## src/rtl/count_ctrl_pkg.sv

```systemverilog
`default_nettype none
// ============================================================================
//  Module   : count_ctrl_pkg
//  Purpose  : Shared types and default widths for the count_enable_ctrl block.
//  Contents : ctrl_state_e  - FSM state encoding (IDLE/RUN/DONE, 2'b11 illegal)
//             CNT_W_DEF     - default counter / limit width
//             PRESCALE_W_DEF- default prescale width
//  Revision : 1.0  initial release
// ============================================================================
package count_ctrl_pkg;

  localparam int CNT_W_DEF      = 4;
  localparam int PRESCALE_W_DEF = 8;

  typedef enum logic [1:0] {
    IDLE = 2'b00,
    RUN  = 2'b01,
    DONE = 2'b10
  } ctrl_state_e;

endpackage
`default_nettype wire

```

## src/rtl/btn_sync_edge.sv

```systemverilog
`default_nettype none
// ============================================================================
//  Module   : btn_sync_edge
//  Purpose  : Synchronises one raw asynchronous push-button and emits a
//             single-cycle registered pulse on its rising edge.
//  Ports    : clock - system clock
//             reset - synchronous active-high reset, clears every flop
//             raw   - raw asynchronous button level, active high
//             evt   - one-cycle pulse, SYNC_STAGES+1 cycles after raw is
//                     first sampled high; a held level yields one pulse
//  Revision : 1.0  initial release
// ============================================================================
module btn_sync_edge #(
  parameter int SYNC_STAGES = 2
) (
  input  logic clock,
  input  logic reset,
  input  logic raw,
  output logic evt
);

  logic [SYNC_STAGES-1:0] sync_q;
  logic                   prev_q;
  logic                   evt_q;

  // Synchroniser chain, then an edge detector on its last stage. The pulse
  // itself is registered so the FSM sees a glitch-free, flop-driven event.
  always_ff @(posedge clock) begin
    if (reset) begin
      sync_q <= '0;
      prev_q <= 1'b0;
      evt_q  <= 1'b0;
    end else begin
      sync_q <= {sync_q[SYNC_STAGES-2:0], raw};
      prev_q <= sync_q[SYNC_STAGES-1];
      evt_q  <= sync_q[SYNC_STAGES-1] & ~prev_q;
    end
  end

  assign evt = evt_q;

endmodule
`default_nettype wire

```

## src/rtl/count_enable_ctrl.sv

```systemverilog
`default_nettype none
// ============================================================================
//  Module   : count_enable_ctrl
//  Purpose  : Produces count_enable for a CNT_W-bit sync_counter. Buttons are
//             synchronised and edge-detected, enables are paced by a
//             programmable prescaler, and the counter value fed back on
//             count_q stops the run automatically at a programmed limit.
//  Ports    : clock, reset          - clock, synchronous active-high reset
//             start_btn/stop_btn/
//             step_btn              - raw asynchronous button inputs
//             prescale              - enable period minus 1 while running
//             limit, auto_stop      - auto-stop value and its enable
//             count_q               - current counter value (feedback)
//             count_enable          - registered enable to the counter
//             running               - high while in RUN
//             limit_hit             - one-cycle pulse on entering DONE
//             state                 - current FSM state (debug)
//  Revision : 1.0  initial release
// ============================================================================
module count_enable_ctrl
  import count_ctrl_pkg::*;
#(
  parameter int CNT_W       = CNT_W_DEF,
  parameter int PRESCALE_W  = PRESCALE_W_DEF,
  parameter int SYNC_STAGES = 2
) (
  input  logic                  clock,
  input  logic                  reset,
  input  logic                  start_btn,
  input  logic                  stop_btn,
  input  logic                  step_btn,
  input  logic [PRESCALE_W-1:0] prescale,
  input  logic [CNT_W-1:0]      limit,
  input  logic                  auto_stop,
  input  logic [CNT_W-1:0]      count_q,
  output logic                  count_enable,
  output logic                  running,
  output logic                  limit_hit,
  output logic [1:0]            state
);

  localparam logic [CNT_W-1:0]      CNT_ONE = {{(CNT_W-1){1'b0}}, 1'b1};
  localparam logic [PRESCALE_W-1:0] PRE_ONE = {{(PRESCALE_W-1){1'b0}}, 1'b1};

  logic start_evt;
  logic stop_evt;
  logic step_evt;

  btn_sync_edge #(.SYNC_STAGES(SYNC_STAGES)) u_start_sync (
    .clock (clock),
    .reset (reset),
    .raw   (start_btn),
    .evt   (start_evt)
  );

  btn_sync_edge #(.SYNC_STAGES(SYNC_STAGES)) u_stop_sync (
    .clock (clock),
    .reset (reset),
    .raw   (stop_btn),
    .evt   (stop_evt)
  );

  btn_sync_edge #(.SYNC_STAGES(SYNC_STAGES)) u_step_sync (
    .clock (clock),
    .reset (reset),
    .raw   (step_btn),
    .evt   (step_evt)
  );

  ctrl_state_e           state_q,     state_d;
  logic [PRESCALE_W-1:0] pre_cnt_q,   pre_cnt_d;
  logic                  enable_q,    enable_d;
  logic                  limit_hit_q, limit_hit_d;

  logic [CNT_W-1:0]      cnt_plus1;
  logic                  hit;

  // The enable currently on the wire will advance the counter at this edge;
  // if that advance lands on limit, this is the last enable of the run.
  assign cnt_plus1 = count_q + CNT_ONE;
  assign hit       = auto_stop & enable_q & (cnt_plus1 == limit);

  always_ff @(posedge clock) begin
    if (reset) begin
      state_q     <= IDLE;
      pre_cnt_q   <= '0;
      enable_q    <= 1'b0;
      limit_hit_q <= 1'b0;
    end else begin
      state_q     <= state_d;
      pre_cnt_q   <= pre_cnt_d;
      enable_q    <= enable_d;
      limit_hit_q <= limit_hit_d;
    end
  end

  always_comb begin
    state_d     = state_q;
    pre_cnt_d   = pre_cnt_q;
    enable_d    = 1'b0;
    limit_hit_d = 1'b0;

    case (state_q)
      IDLE, DONE: begin
        // stop outranks start, start outranks step
        if (stop_evt) begin
          state_d = IDLE;
        end else if (start_evt) begin
          state_d   = RUN;
          pre_cnt_d = '0;
        end else if (step_evt) begin
          enable_d = 1'b1;
        end
      end

      RUN: begin
        if (stop_evt) begin
          // stop also beats a coincident limit hit: no limit_hit pulse
          state_d = IDLE;
        end else if (hit) begin
          state_d     = DONE;
          limit_hit_d = 1'b1;
        end else if (pre_cnt_q >= prescale) begin
          // >= so that lowering prescale mid-run fires immediately
          pre_cnt_d = '0;
          enable_d  = 1'b1;
        end else begin
          pre_cnt_d = pre_cnt_q + PRE_ONE;
        end
      end

      default: begin
        state_d = IDLE;
      end
    endcase
  end

  assign count_enable = enable_q;
  assign running      = (state_q == RUN);
  assign limit_hit    = limit_hit_q;
  assign state        = state_q;

endmodule
`default_nettype wire

```

## config.mk

```make
export PLATFORM = sky130hd
export DESIGN_NAME = count_enable_ctrl
export DESIGN_NICKNAME = d
export VERILOG_FILES = /design/src/rtl/count_ctrl_pkg.sv /design/src/rtl/btn_sync_edge.sv /design/src/rtl/count_enable_ctrl.sv
export SDC_FILE = /design/constraint.sdc
export NUM_CORES = 1
export LEC_CHECK = 0
export ABC_CLOCK_PERIOD_IN_PS = 3000
export CORE_MARGIN = 1.5
export CORE_UTILIZATION = 55
export CTS_BUF_LIST = sky130_fd_sc_hd__clkbuf_8
export DETAILED_ROUTE_END_ITERATION = 7
export GPL_ROUTABILITY_DRIVEN = 1
export HOLD_SLACK_MARGIN = 0.05
export PLACE_DENSITY_LB_ADDON = 0.08
export SLEW_MARGIN = 5
export SYNTH_ARGS = -nofsm -noshare
export SYNTH_HDL_FRONTEND = slang
export SYNTH_SLANG_ARGS = --single-unit
```

## constraint.sdc

```tcl
create_clock -name clock -period 3 [get_ports clock]
set_input_delay 0.3 -clock clock [delete_from_list [all_inputs] [get_ports clock]]
set_output_delay 0.3 -clock clock [all_outputs]
set_load 0.05 [all_outputs]
```

==> results.py, run 1 <==
metrics = {
    "outcome": {
        "status": "finished, final reports clean",
    },
    "clocking": {
        "cts_buffer_depth": 2,
        "cts.clk_slew.worst_paths_ns": 0.08,
        "ctsHtreeMaxLevel": 1,
        "ctsResizeCount": 0,
        "cts_setup_buffers": 0,
        "cts_buffers": 3,
        "hold_buffers": 0,
        "cts_root_buf": "clkbuf_8",
        "cts_tree": "built",
        "cts_sinks": 24,
        "clk_latency_ns": 0.27,
    },
    "place": {
        "gp_congestion": 0.794,
        "hpwlAfterDp_mm": 1.76,
        "port_buffers": 26,
    },
    "logic_synthesis": {
        "synth_common_cells": "dfxtp_1 (24), nor2b_1 (13), ha_1 (10), inv_1 (10), nor2_1 (10)",
        "yosys.area.top_type": "dfxtp_1",
        "ys_ff_latch": 24,
        "synthTopCellsByArea": "dfxtp_1 (40%), ha_1 (10%), nor2b_1 (6.7%)",
        "syn-num-nets": 156,
        "syn_avg_cell_area_um2": 9.72,
        "synth_area_um2": 1200,
        "ys_types": 34,
        "synth_cells": 124,
        "ys.flop_type": "dfxtp_1",
        "synth_warnings": 0,
        "yosysTopAreaCellShare_pct": 39.9,
        "ys_seq_area_share_pct": 39.9,
        "yosysMostFrequentCell": "dfxtp_1",
        "synth-edff-count": 0,
        "async_reset_ff_share_pct": 0,
    },
    "power_and_ir_drop": {
        "leakagePower_nw": 0.652,
        "p_total_uw": 693,
        "p_per_area_nw_per_um2": 443,
        "vdd.ir_drop.worst_uv": 556,
    },
    "drt": {
        "viasPerCell": 5.43,
        "ant_nets": 0,
        "vias": 977,
        "firstDrtPassIters": 4,
        "remaining_drc_errors": 0,
        "wl_per_cell_um": 12.5,
        "drt_iter0_drc": 23,
        "routed_wl_mm": 2.25,
    },
    "setup_path": {
        "crit_path_end": "running",
        "start_kind": "flop",
        "rrSetupSlack_ns": 1.00,
        "required_ns": 2.70,
        "worst-r2r-cell-count": 6,
        "crit_path_end_kind": "output port",
        "startpoint": "state[0]$_SDFFE_PP0P_",
        "worst-path-max-fanout": 4,
        "cp.arrival_ns": 1.87,
        "r2r-start": "pre_cnt_q[2]$_SDFFE_PP0P_",
        "rr_endpoint": "pre_cnt_q[2]$_SDFFE_PP0P_",
        "critPathKind": "flop to output port",
    },
    "sta": {
        "finalMaxSlewViolations": 0,
        "setup_violations": 0,
        "clock_skew_ns": 0.00328,
        "rsz0062_at_grt": "false",
        "finalHoldViolCount": 0,
        "fmax_ghz": 0.461,
        "timing.final.crit_share_pct": 72.3,
        "fin_tns_setup_ns": 0,
        "worstMarginPinSlew_ns": 0.610,
        "maxSlewHeadroom_pct": 59.1,
        "min_period_ns": 2.17,
    },
    "global_route": {
        "grtUsageMet1_pct": 23.7,
        "grt_max_degree": 15,
        "grt_pass1_wl_mm": 3.97,
        "antenna_found_initial": 0,
        "grt_util_met2_pct": 37.6,
        "grtUsageTotal_pct": 21.0,
        "grt.met3_usage_pct": 7.27,
        "grt_overflow": 0,
        "gr-max-usage-layer": "met2",
        "grt_pass1_vias": 961,
    },
    "die": {
        "dieArea_um2": 2480,
        "die_w_um": 49.8,
        "die_h_um": 49.8,
        "num_io_pins": 27,
        "start_util_pct": 59.6,
        "rows": 16,
        "coreArea_um2": 2020,
    },
    "final_layout": {
        "fin_nets": 186,
        "post-route-util_pct": 77.5,
        "seq_area_um2": 480,
        "antenna_cells": 0,
        "area_delta_synth_final_pct": 30.0,
        "drive_gt1_share_pct": 11.8,
        "multiInputGateArea_um2": 683,
        "fillCellCount": 146,
    },
    "worst_hold_path": {
        "hold_class": "flop to flop",
        "hold_depth": 1,
    },
    "flow_run": {
        "maxCapViolCount": 0,
    },
}
## cell type report
type | count | share of cell area, %
tap | 27 | 2.16
multi-input combinational | 89 | 43.6
inverter | 10 | 2.40
clock inverter | 1 | 1.92
sequential | 24 | 30.7
timing repair buffer | 26 | 16.6
clock buffer | 3 | 2.64
## metrics by stage
step | setup WS, ns | cells | hold slack [ns] | cell area [um^2]
6_report | 0.831 | 180 | 0.386 | 1570
5_1_grt | 0.764 | 180 | 0.410 | 1570
4_1_cts | 0.823 | 180 | 0.388 | 1570
3_5_place_dp | 0.593 | 176 | 0.376 | 1500
3_3_place_gp | 0.653 | 176 | 0.372 | 1500
2_1_floorplan | 0.722 | 124 | 0.367 | 1200
## layer usage
layer / vias to the layer above / share of wire (%)
met5: - / 0
met4: 0 / 0.84
met3: 2 / 4.6
met2: 27 / 53
met1: 460 / 42
li1: 488 / -
## critical path, stage by stage (launching register included)
cell             delay [ns]
dfxtp_1                0.37
inv_1                  0.08
nor2_1                 0.29
clkdlybuf4s50_1        0.87
## cells by family (layout without fill, tap and decap cells)
logic type | count (synthesis) | after routing | synth area share (%)
AO/OA/AOI/OAI | 21 | 21 | 16.4
XOR/XNOR | 7 | 7 | 6.96
adder cells (fa/ha/maj) | 10 | 10 | 10.4
buffers and inverters | 11 | 40 | 3.43
flip-flops | 24 | 24 | 39.9
multiplexers | 1 | 1 | 0.935
AND/OR/NAND/NOR | 50 | 50 | 22.0
## sequential cells by signal (all words and copies together), names as in the netlist
signal               count
pre_cnt_q                8
state                    2
u_start_sync.sync_q      2
u_step_sync.sync_q       2
u_stop_sync.sync_q       2
count_enable             1
limit_hit                1
u_start_sync.evt         1
u_start_sync.prev_q      1
u_step_sync.evt          1
u_step_sync.prev_q       1
u_stop_sync.evt          1
u_stop_sync.prev_q       1
## cell usage in the layout (no fill, tap or decap)
cell              n
nor3_2            1
o211ai_1          1
nand2b_1          2
or2_2             2
a21oi_1           2
a211o_1           1
xor2_1            2
xor2_2            1
o31ai_4           1
o41a_4            1
xnor2_2           2
clkdlybuf4s50_1  26
o211a_1           1
and3_2            1
a22oi_1           1
xnor2_1           2
o21ai_0           3
clkbuf_8          3
a31oi_1           1
nor4_1            1
o31ai_2           1
a21boi_0          1
a221o_1           5
nor2_1           10
nor2b_1          13
nand3_1           4
nand4_1           1
dfxtp_1          24
nor2_4            1
nor3_1            6
a22o_2            2
mux2_2            1
nand2_1           8
inv_1            10
ha_1             10
bufinv_16         1
## power breakdown
group | total (mW) | internal [mW] | switching [mW]
clock network | 0.278 | 0.178 | 0.0998
logic | 0.0873 | 0.0479 | 0.0395
registers | 0.328 | 0.325 | 0.00259
total | 0.693 | 0.552 | 0.142
## how the worst min path moves through the flow
stage / startpoint / end
after global placement: u_step_sync.prev_q$_SDFF_PP0_ / u_step_sync.evt$_SDFF_PP0_
final: u_stop_sync.prev_q$_SDFF_PP0_ / u_stop_sync.evt$_SDFF_PP0_
after global routing: u_step_sync.prev_q$_SDFF_PP0_ / u_step_sync.evt$_SDFF_PP0_
after CTS: u_stop_sync.prev_q$_SDFF_PP0_ / u_stop_sync.evt$_SDFF_PP0_
after detailed placement: u_stop_sync.prev_q$_SDFF_PP0_ / u_stop_sync.evt$_SDFF_PP0_
after floorplan: u_start_sync.prev_q$_SDFF_PP0_ / u_start_sync.evt$_SDFF_PP0_
(Power assumes the default switching activity.)
==> run 2, diff against run 1 <==
--- a/config.mk
+++ b/config.mk
@@ -5,9 +5,9 @@
 export SDC_FILE = /design/constraint.sdc
 export NUM_CORES = 1
 export LEC_CHECK = 0
-export ABC_CLOCK_PERIOD_IN_PS = 3000
+export ABC_CLOCK_PERIOD_IN_PS = 2200
 export CORE_MARGIN = 1.5
-export CORE_UTILIZATION = 55
+export CORE_UTILIZATION = 51
 export CTS_BUF_LIST = sky130_fd_sc_hd__clkbuf_8
 export DETAILED_ROUTE_END_ITERATION = 7
 export GPL_ROUTABILITY_DRIVEN = 1
==> constraint.sdc (replaced) <==
create_clock -name clock -period 2.2 [get_ports clock]
set_input_delay 0.22 -clock clock [delete_from_list [all_inputs] [get_ports clock]]
set_output_delay 0.22 -clock clock [all_outputs]
set_load 0.05 [all_outputs]
==> run 2 against run 1 <==
Against the previous run:
- power grew 24%
- via count shrank 1.3%
- clock power grew 4%
- register-to-register slack lost 0.81 ns
- critical endpoint is now pre_cnt_q[5]$_SDFFE_PP0P_
- utilization shrank 5.5 points
- combinational power grew 41%
- sequential power grew 36%
- cell area grew 1.6%
- sequential share of layout area shrank 0.48 points
- setup slack lost 0.65 ns
- clock skew is essentially flat
- wire length shrank 6.6%
==> results.py, run 2 (same netlist as run 1, synthesis figures left out) <==
metrics = {
    "setup_path": {
        "rrSetupSlack_ns": 0.19,
        "r2r-start": "pre_cnt_q[0]$_SDFFE_PP0P_",
        "worst-path-max-fanout": 8,
        "slowest_delay_ns": 0.52,
        "required_ns": 2.35,
        "crit_path_end_kind": "flop",
        "worst-r2r-cell-count": 7,
        "cp.arrival_ns": 2.17,
        "rr_endpoint": "pre_cnt_q[5]$_SDFFE_PP0P_",
        "cp_slowest_cell": "o31ai_2",
        "critPathKind": "primary input to flop",
        "crit_chain": "clkdlybuf4s50_1, inv_1, ha_1, a211o_1, a31oi_1, o31ai_2, nor2_4, a221o_1",
        "start_kind": "primary input",
    },
    "power_and_ir_drop": {
        "p_per_area_nw_per_um2": 540,
        "net-switching-power_uw": 187,
        "switching_share_pct": 21.7,
        "p_int_uw": 673,
        "leakagePower_nw": 0.668,
        "share_comb_of_total_power_pct": 14.3,
        "vdd.ir_drop.worst_uv": 510,
        "p_total_uw": 859,
        "sequentialPowerShare_pct": 52.1,
        "p_clk_share_pct": 33.6,
    },
    "final_layout": {
        "final_common_cell": "clkdlybuf4s50_1",
        "antenna_cells": 0,
        "fin_nets": 191,
        "layout_common_cells": "clkdlybuf4s50_1 (26), dfxtp_1 (24), nor2b_1 (13), inv_1 (10), ha_1 (10)",
        "finalNonFillerCells": 186,
        "fillCellCount": 174,
        "top_register": "pre_cnt_q",
        "post-route-util_pct": 71.9,
        "area_delta_synth_final_pct": 32.1,
        "largest_register_ffs": 8,
        "drive_gt1_share_pct": 15.2,
    },
    "sta": {
        "fin_tns_setup_ns": 0,
        "finalHoldViolCount": 0,
        "fmax_ghz": 0.495,
        "min_period_ns": 2.02,
        "worstMarginPinSlew_ns": 0.599,
        "finalMaxSlewViolations": 0,
        "timing.final.crit_share_pct": 91.8,
        "setup_violations": 0,
        "rsz0062_at_grt": "false",
        "maxSlewHeadroom_pct": 59.9,
        "clock_skew_ns": 0.00349,
    },
    "clocking": {
        "ctsResizeCount": 0,
        "cts_buffer_depth": 2,
        "ctsHtreeMaxLevel": 1,
        "cts_setup_buffers": 0,
        "cts_tree": "built",
        "clk_latency_ns": 0.26,
        "cts_buffers": 3,
        "cts.clk_slew.worst_paths_ns": 0.08,
        "cts_root_buf": "clkbuf_8",
        "hold_buffers": 0,
        "cts_sinks": 24,
    },
    "place": {
        "hpwlAfterDp_mm": 1.67,
        "gp_congestion": 0.791,
        "placedCellCount": 182,
        "port_buffers": 26,
    },
    "die": {
        "die_w_um": 51.6,
        "rows": 17,
        "start_util_pct": 54.5,
        "dieArea_um2": 2660,
        "die_h_um": 51.6,
        "coreArea_um2": 2210,
        "num_io_pins": 27,
    },
    "global_route": {
        "grt_pass1_vias": 872,
        "grt_max_degree": 14,
        "grt_overflow": 0,
        "grt_pass1_wl_mm": 3.58,
        "grtUsageTotal_pct": 17.8,
        "antenna_found_initial": 0,
    },
    "drt": {
        "remaining_drc_errors": 0,
        "ant_nets": 0,
        "wl_per_cell_um": 11.3,
        "vias": 964,
        "viasPerCell": 5.18,
        "routed_wl_mm": 2.10,
        "drt_iter0_drc": 14,
        "firstDrtPassIters": 4,
    },
    "flow_run": {
        "maxCapViolCount": 0,
    },
    "worst_hold_path": {
        "min_to": "u_step_sync.evt$_SDFF_PP0_",
        "hold_class": "flop to flop",
        "hold_depth": 1,
        "holdCritStartpoint": "u_step_sync.prev_q$_SDFF_PP0_",
    },
    "outcome": {
        "status": "finished, final reports clean",
    },
}
## run 2: changes by cell type in the layout (fill, tap and decap cells not counted)
cell       previous run  this run
nor2_1               10         9
nor2_2                0         1
clkbuf_8              3         4
buf_4                 0         5
bufinv_16             1         0
## run 2: worst max-delay path, delay by kind of cell
family / cells / cell delay [ns]
AO/OA/AOI/OAI: 4 / 1.03
adder cells (fa/ha/maj): 1 / 0.29
AND/OR/NAND/NOR: 1 / 0.14
buffers and inverters: 2 / 0.49
## run 2: final cells by class
class	instances	area, um^2	area share, %
Sequential cell	24	480	30.2
Inverter	10	37.5	2.36
Tap cell	28	35.0	2.20
Multi-Input combinational cell	89	686	43.1
Clock buffer	4	55.1	3.46
Timing Repair Buffer	31	298	18.7
## run 2: worst max-delay path by stage
stage / start / endpoint / slack (ns) / depth (start not counted)
after floorplan: state[0]$_SDFFE_PP0P_ / pre_cnt_q[0]$_SDFFE_PP0P_ / 0.24 / 5
after global placement: prescale[2] / pre_cnt_q[6]$_SDFFE_PP0P_ / -0.03 / 8
after detailed placement: prescale[2] / pre_cnt_q[5]$_SDFFE_PP0P_ / -0.10 / 8
after CTS: prescale[2] / pre_cnt_q[5]$_SDFFE_PP0P_ / 0.17 / 8
after global routing: pre_cnt_q[0]$_SDFFE_PP0P_ / pre_cnt_q[6]$_SDFFE_PP0P_ / 0.04 / 7
final: prescale[2] / pre_cnt_q[5]$_SDFFE_PP0P_ / 0.18 / 8
## run 2: per-layer routing
metal | track usage, % | vias up | wire, um
met4 | 8.33 | 0 | 36
li1 | - | 501 | -
met1 | 22.5 | 436 | 945
met5 | 0 | - | 0
met3 | 2.87 | 5 | 79
met2 | 29.5 | 22 | 1040
## run 2: power groups by stage
stage	registers [mW]	clock network, mW	logic (mW)
2_1_floorplan	0.460	0	0.0629
3_3_place_gp	0.457	0	0.120
3_5_place_dp	0.457	0	0.124
4_1_cts	0.447	0.294	0.125
5_1_grt	0.449	0.310	0.135
6_report	0.447	0.289	0.123
## run 2: stage by stage
stage                     area (um^2)  hold WS [ns]  worst slack (ns)
after detailed placement         1540         0.374            -0.100
final                            1590         0.385             0.179
after global routing             1590         0.420            0.0409
after floorplan                  1210         0.348             0.239
after CTS                        1590         0.385             0.174
after global placement           1540         0.372           -0.0270
==> run 3, diff against run 2 <==
--- a/config.mk
+++ b/config.mk
@@ -6,8 +6,11 @@
 export NUM_CORES = 1
 export LEC_CHECK = 0
 export ABC_CLOCK_PERIOD_IN_PS = 2200
+export CELL_PAD_IN_SITES_DETAIL_PLACEMENT = 1
+export CELL_PAD_IN_SITES_GLOBAL_PLACEMENT = 1
+export CORE_ASPECT_RATIO = 0.5
 export CORE_MARGIN = 1.5
-export CORE_UTILIZATION = 51
+export CORE_UTILIZATION = 39
 export CTS_BUF_LIST = sky130_fd_sc_hd__clkbuf_8
 export DETAILED_ROUTE_END_ITERATION = 7
 export GPL_ROUTABILITY_DRIVEN = 1
==> run 3 against run 2 <==
Against the previous run:
- global-route usage decreased by 1.5 points
- sequential share of layout area decreased by 0.51 points
- utilization decreased by 18 points
==> results.py, run 3 (same netlist as run 1, synthesis figures left out) <==
metrics = {
    "setup_path": {
        "worst-path-max-fanout": 4,
        "cp_slowest_cell": "clkdlybuf4s50_1",
        "critPathKind": "flop to output port",
        "cp.arrival_ns": 1.78,
        "rrSetupSlack_ns": 0.26,
        "start_kind": "flop",
        "slowest_delay_ns": 0.85,
        "crit_path_end_kind": "output port",
        "crit_chain": "inv_1, nor2_2, clkdlybuf4s50_1",
        "required_ns": 1.98,
    },
    "final_layout": {
        "finalNonFillerCells": 198,
        "final_common_cell": "clkdlybuf4s50_1",
        "area_delta_synth_final_pct": 34.4,
        "antenna_cells": 0,
        "post-route-util_pct": 54.4,
        "finalInstanceArea_um2": 1620,
        "largest_register_ffs": 8,
        "fillCellCount": 338,
        "seq_area_um2": 480,
        "layout_common_cells": "clkdlybuf4s50_1 (26), dfxtp_1 (24), nor2b_1 (13), inv_1 (10), ha_1 (10)",
        "drive_gt1_share_pct": 15.2,
        "top_register": "pre_cnt_q",
        "fin_nets": 191,
        "multiInputGateArea_um2": 686,
    },
    "die": {
        "die_h_um": 42.3,
        "start_util_pct": 40.5,
        "dieArea_um2": 3450,
        "rows": 14,
        "die_w_um": 81.6,
        "coreArea_um2": 2980,
        "num_io_pins": 27,
    },
    "clocking": {
        "clk_latency_ns": 0.27,
        "cts_setup_buffers": 0,
        "hold_buffers": 0,
        "cts_root_buf": "clkbuf_8",
        "cts_buffers": 3,
        "cts_sinks": 24,
        "ctsHtreeMaxLevel": 1,
        "cts.clk_slew.worst_paths_ns": 0.09,
        "cts_tree": "built",
        "cts_buffer_depth": 2,
        "ctsResizeCount": 0,
    },
    "outcome": {
        "status": "finished, final reports clean",
    },
    "drt": {
        "remaining_drc_errors": 0,
        "ant_nets": 0,
        "vias": 963,
        "wl_per_cell_um": 12.2,
        "firstDrtPassIters": 4,
        "viasPerCell": 4.86,
        "routed_wl_mm": 2.41,
        "drt_iter0_drc": 33,
    },
    "sta": {
        "setup_violations": 0,
        "holdWs_ns": 0.385,
        "maxSlewHeadroom_pct": 66.3,
        "finalMaxSlewViolations": 0,
        "clock_skew_ns": 0.00526,
        "min_period_ns": 2.00,
        "rsz0062_at_grt": "false",
        "timing.final.crit_share_pct": 90.8,
        "setup_slack_ns": 0.202,
        "worstMarginPinSlew_ns": 0.505,
        "finalHoldViolCount": 0,
        "fin_tns_setup_ns": 0,
        "fmax_ghz": 0.501,
    },
    "power_and_ir_drop": {
        "share_comb_of_total_power_pct": 14.5,
        "vdd.ir_drop.worst_uv": 394,
        "p_total_uw": 872,
        "p_per_area_nw_per_um2": 538,
        "p_int_uw": 675,
        "p_clk_share_pct": 34.2,
        "switching_share_pct": 22.6,
        "sequentialPowerShare_pct": 51.3,
        "net-switching-power_uw": 197,
        "leakagePower_nw": 0.675,
    },
    "global_route": {
        "grtUsageTotal_pct": 16.3,
        "grt_pass1_wl_mm": 4.20,
        "grt_overflow": 0,
        "antenna_found_initial": 0,
        "grt_pass1_vias": 979,
        "grt_max_degree": 14,
    },
    "flow_run": {
        "maxCapViolCount": 0,
    },
    "place": {
        "placed_cell_area_um2": 1560,
        "port_buffers": 26,
        "pre_cts_ws_ns": -0.0598,
        "placedCellCount": 194,
        "hpwlAfterDp_mm": 1.91,
        "gp_congestion": 0.759,
    },
    "worst_hold_path": {
        "hold_class": "flop to flop",
    },
}
-- run 3: cell types whose count changed in the layout (fill, tap and decap cells not counted) --
cell,previous run,this run
buf_4,5,4
buf_12,0,1
-- run 3: metal layers --
metal  up-vias  routed length [um]  GRT usage (%)
met4         0                  19           4.07
li1        501                   -              -
met5         -                   0              0
met1       441                1150           20.0
met3         2                 114           5.22
met2        19                1120           27.6
-- run 3: power groups by stage --
stage | clock network, mW | registers, mW | logic [mW]
6_report | 0.298 | 0.447 | 0.127
5_1_grt | 0.331 | 0.449 | 0.138
4_1_cts | 0.309 | 0.447 | 0.129
3_5_place_dp | 0 | 0.458 | 0.128
3_3_place_gp | 0 | 0.457 | 0.125
2_1_floorplan | 0 | 0.460 | 0.0629
-- run 3: final timing paths --
| check | from | endpoint | cells past startpoint |
|---|---|---|---|
| setup reg to reg | pre_cnt_q[2]$_SDFFE_PP0P_ | pre_cnt_q[0]$_SDFFE_PP0P_ | 7 |
| setup / recovery | state[0]$_SDFFE_PP0P_ | running | 3 |
| hold / removal | u_step_sync.prev_q$_SDFF_PP0_ | u_step_sync.evt$_SDFF_PP0_ | 1 |
| hold reg to reg | u_step_sync.prev_q$_SDFF_PP0_ | u_step_sync.evt$_SDFF_PP0_ | 1 |
-- run 3: layout make-up --
cell class	count	share of cell area, %
inverter	10	2.32
timing repair buffer	31	19.2
clock buffer	4	3.40
sequential	24	29.7
multi-input combinational	89	42.3
tap	40	3.09
-- run 3: critical path: cells and delay by family, from the launching register on --
kind,cells,cell delay (ns)
flip-flops,1,0.37
AND/OR/NAND/NOR,1,0.21
buffers and inverters,2,0.94
